File: src/rtl/display_scan.sv
// Multiplexed 4-digit 7-segment scanner with double-buffered value and leading-zero blanking.
// Outputs are registered from next-state values so the pins never see combinational paths from inputs.
module display_scan #(
  parameter int REFRESH_DIV = 50000,
  parameter int GAP         = 16
) (
  input  logic        clk,
  input  logic        rst_n,
  input  logic        load,
  input  logic [15:0] value,
  input  logic        blank_lz,
  output logic [3:0]  code,
  output logic        sel,
  output logic [3:0]  an,
  output logic        frame_done
);

  // state | meaning
  // S_GAP | anodes off at start of slot (cnt < GAP), guards against ghosting
  // S_ON  | selected digit driven (cnt >= GAP) unless blanked
  typedef enum logic {S_GAP, S_ON} slot_t;

  localparam int CW = (REFRESH_DIV > 2) ? $clog2(REFRESH_DIV) : 1;
  localparam logic [CW-1:0] LAST  = CW'(REFRESH_DIV - 1);
  localparam logic [CW-1:0] GAP_C = CW'(GAP);

  slot_t         state, state_nx;
  logic [CW-1:0] cnt, cnt_nx;
  logic [1:0]    idx, idx_nx;
  logic [15:0]   active, active_nx;
  logic [15:0]   shadow, shadow_nx;
  logic          pending, pending_nx;
  logic [3:0]    code_nx, an_nx;
  logic          sel_nx;
  logic          boundary;
  logic [3:0]    nib;
  logic          lz_zero;

  assign boundary   = (idx == 2'd3) && (cnt == LAST);
  assign frame_done = boundary;

  always_ff @(posedge clk) begin
    if (!rst_n) begin
      state   <= (GAP > 0) ? S_GAP : S_ON;
      cnt     <= '0;
      idx     <= 2'd0;
      active  <= 16'h0000;
      shadow  <= 16'h0000;
      pending <= 1'b0;
      code    <= 4'h0;
      sel     <= 1'b1;
      an      <= 4'b1111;
    end else begin
      state   <= state_nx;
      cnt     <= cnt_nx;
      idx     <= idx_nx;
      active  <= active_nx;
      shadow  <= shadow_nx;
      pending <= pending_nx;
      code    <= code_nx;
      sel     <= sel_nx;
      an      <= an_nx;
    end
  end

  always_comb begin
    cnt_nx     = (cnt == LAST) ? '0 : cnt + CW'(1);
    idx_nx     = (cnt == LAST) ? idx + 2'd1 : idx;
    active_nx  = active;
    shadow_nx  = shadow;
    pending_nx = pending;
    state_nx   = state;

    case (state)
      S_GAP:   if (cnt_nx >= GAP_C) state_nx = S_ON;
      S_ON:    if ((cnt == LAST) && (GAP_C != '0)) state_nx = S_GAP;
      default: state_nx = S_GAP;
    endcase

    // Active only changes at the frame boundary, so a frame never mixes old and new digits.
    if (boundary) begin
      if (load) begin
        active_nx  = value;
        shadow_nx  = value;
        pending_nx = 1'b0;
      end else if (pending) begin
        active_nx  = shadow;
        pending_nx = 1'b0;
      end
    end else if (load) begin
      shadow_nx  = value;
      pending_nx = 1'b1;
    end

    case (idx_nx)
      2'd0:    begin nib = active_nx[3:0];   lz_zero = 1'b0; end
      2'd1:    begin nib = active_nx[7:4];   lz_zero = (active_nx[15:4] == 12'h000); end
      2'd2:    begin nib = active_nx[11:8];  lz_zero = (active_nx[15:8] == 8'h00); end
      default: begin nib = active_nx[15:12]; lz_zero = (active_nx[15:12] == 4'h0); end
    endcase

    an_nx   = 4'b1111;
    sel_nx  = 1'b1;
    code_nx = 4'h0;
    if ((state_nx == S_ON) && !(blank_lz && lz_zero)) begin
      an_nx   = ~(4'b0001 << idx_nx);
      sel_nx  = 1'b0;
      code_nx = nib;
    end
  end

endmodule

File: config.mk
export PLATFORM = sky130hd
export DESIGN_NAME = display_scan
export DESIGN_NICKNAME = d
export VERILOG_FILES = /design/src/rtl/display_scan.sv
export SDC_FILE = /design/constraint.sdc
export NUM_CORES = 1
export LEC_CHECK = 0
export CAP_MARGIN = 30
export CORE_MARGIN = 2
export CORE_UTILIZATION = 31
export CTS_BUF_LIST = sky130_fd_sc_hd__clkbuf_4 sky130_fd_sc_hd__clkbuf_8
export DETAILED_ROUTE_END_ITERATION = 16
export PLACE_DENSITY = 0.53
export SYNTH_ARGS = -nofsm -noshare
export SYNTH_HDL_FRONTEND = slang
export SYNTH_SLANG_ARGS = --single-unit
export TNS_END_PERCENT = 30
File: constraint.sdc
create_clock -name clk -period 2.85 [get_ports clk]
set_input_delay 0.285 -clock clk [delete_from_list [all_inputs] [get_ports clk]]
set_output_delay 0.285 -clock clk [all_outputs]
set_load 0.05 [all_outputs]
==> qor.csv <==
metric;value;unit
clock-sinks;61;
grt_max_degree;41;
fp-row-count;35;
port_buffers;29;
first_global_vias;2385;
num_antenna_cells;0;
power.total;1.76;mW
insertion_delay;0.34;ns
fin_cells;496;
drtIter0Drc;109;
cts_made_buffers;9;
max_freq;0.363;GHz
seq_area_frac_synth;0.414;
antenna_found_initial;0;
synth_flop_cell;dfxtp_1;
cellPowerDensity;479;nW/um2
syn_nets;341;
worstMarginPinSlew;0.560;ns
start_util;0.319;
synth_cell_types;50;
htree_levels;3;
pin_count;30;
clockRootBuffer;clkbuf_8;
cp.required;3.07;ns
fin_skew;0.0108;ns
grtUsageMet1;0.205;
hp-start;cnt[0];
rr_startpoint;cnt[6];
postCtsHoldBufs;0;
status;completed;
drive_gt1_frac;0.150;
power_leakage;1.46;nW
final_util;0.399;
place_congestion;0.856;
die_area;10300;um2
routed_wl;6950;um
seqCellArea;1220;um2
hold_viol;0;
timing.hold.ws;0.468;ns
syn_to_final_growth;24.9;%
hpwlAfterDp;5050;um
die_w;102;um
clock_path_buffers;2;
cts_setup_buffers;0;
setup_viol_count_final;0;
num-nets-final;384;
fin_ws;0.0953;ns
crit_start;cnt[6];
cts_tree;yes;
cts-resized-gates;0;
worst_hold_path_type;reg -> reg;
die_y;102;um
slew_headroom;0.624;
cap_viol_max_count;0;
first_pass_iters;4;
clk_pin_slew_worst_paths;0.08;ns
slew_viol_final;0;
coreArea;9240;um2
crit_fanout;15;
synth_warnings;0;
dp.cells;480;
synth-edff-count;0;
period_minus_slack;2.75;ns
fin_crit_sh;0.967;
async_flop_share;0;
ir_worst_vdd;0.205;mV
grt-ovfl-total;0;
use_met2;0.216;
synth_area;2950;um2
viasPerCell;4.82;
cp-end-kind;flip-flop;
antenna_left;0;
drcViolationCount;0;
multi_input_comb_area;1630;um2
vias;2392;
postSynthAreaPerCell;9.24;um2
wire_per_inst;14.0;um
synth_seq_cells;61;
busiest_layer;met2;
fillers;934;
syn_inst;319;
grt_pass1_wl;11700;um
crit_arrival;2.97;ns
startpoint_type;flip-flop;
critPathKind;reg -> reg;
pre_cts_ws;0.0578;ns
grtUsageMet3;0.0276;
track_usage;0.146;
-- through the flow --
step	area, um2	setup TNS (ns)
after floorplan	2950	0
after detailed placement	3480	0
after CTS	3680	0
after global placement	3480	0
final	3680	0
after global routing	3680	-0.00186
-- critical path, cell delays in order, from the launching register on --
cell and delay [ns]:
dfxtp_1 0.42, or3b_1 0.36, or4_4 0.44, or3_1 0.42
buf_4 0.21, mux2i_1 0.15, o311ai_1 0.12, nor4_2 0.10
or4_1 0.41
-- cell families after synthesis --
group	count (synthesis)	share of synthesized area
simple gates	145	0.280
flops	61	0.414
compound gates	43	0.101
mux	31	0.109
buf+inv	19	0.0339
xor+xnor	18	0.0535
fa+ha+maj	2	0.00848
-- area by class of cell --
type	count	area share
Clock buffer	9	0.0336
Sequential cell	61	0.332
Clock inverter	7	0.0200
Multi-Input combinational cell	239	0.443
Inverter	2	0.00204
Tap cell	129	0.0438
Timing Repair Buffer	49	0.126
-- synthesized netlist by cell type (4+ instances only) --
| cell type | instances | area share |
|---|---|---|
| clkbuf_1 | 11 | 0.014 |
| nor2b_1 | 17 | 0.036 |
| dfxtp_1 | 61 | 0.41 |
| xnor2_1 | 11 | 0.033 |
| nand2_1 | 19 | 0.024 |
| o21ai_0 | 11 | 0.019 |
| nor3_1 | 9 | 0.015 |
| mux2_2 | 8 | 0.031 |
| nor2_1 | 28 | 0.036 |
| xor2_1 | 7 | 0.021 |
| a211oi_1 | 4 | 0.010 |
| and3_1 | 8 | 0.017 |
| a21boi_0 | 4 | 0.010 |
| mux2i_1 | 23 | 0.078 |
| nand4_1 | 5 | 0.011 |
| nand3_1 | 11 | 0.019 |
| and2_1 | 24 | 0.051 |
-- state kept, by name, indices dropped and copies added, names as in the netlist --
| signal | cells |
|---|---|
| idx | 2 |
| an | 4 |
| state | 1 |
| active | 16 |
| shadow | 16 |
| pending | 1 |
| code | 4 |
| cnt | 16 |
| sel | 1 |
-- routing by layer --
metal / vias up / share of wire
li1: 1224 / -
met1: 1127 / 0.52
met2: 30 / 0.43
met3: 11 / 0.024
met4: 0 / 0.021
met5: - / 0
-- cells in the final DEF (no fill, tap or decap), drive strengths merged, types with 3 or more instances in the layout --
cell type,instances
nand3,11
nor2b,17
dfxtp,61
a211oi,4
clkinv,4
nand4,5
a21boi,4
and2,24
o22ai,3
clkdlybuf4s50,28
xnor2,11
nand2,20
xor2,7
nor2,28
mux2,8
o21ai,11
inv,3
clkbuf,9
buf,21
mux2i,23
or4,4
o21a,3
a31oi,3
nor4,4
nor3,10
or3,3
a21oi,3
and3,8
-- where the power goes --
group          internal [mW]  switching (mW)  leakage, nW
combinational         0.0621          0.0506        0.864
sequential             0.870         0.00999        0.496
clock                  0.406           0.365       0.0996
-- path summary, 6_finish.rpt --
path	end	slack, ns	cells after the start
worst min-delay path	cnt[0]	0.47	1
worst min register to register	cnt[0]	0.47	1
worst max-delay path	an[1]	0.1	8
worst max register to register	an[1]	0.1	8
Power figures use the tool's default switching activity.
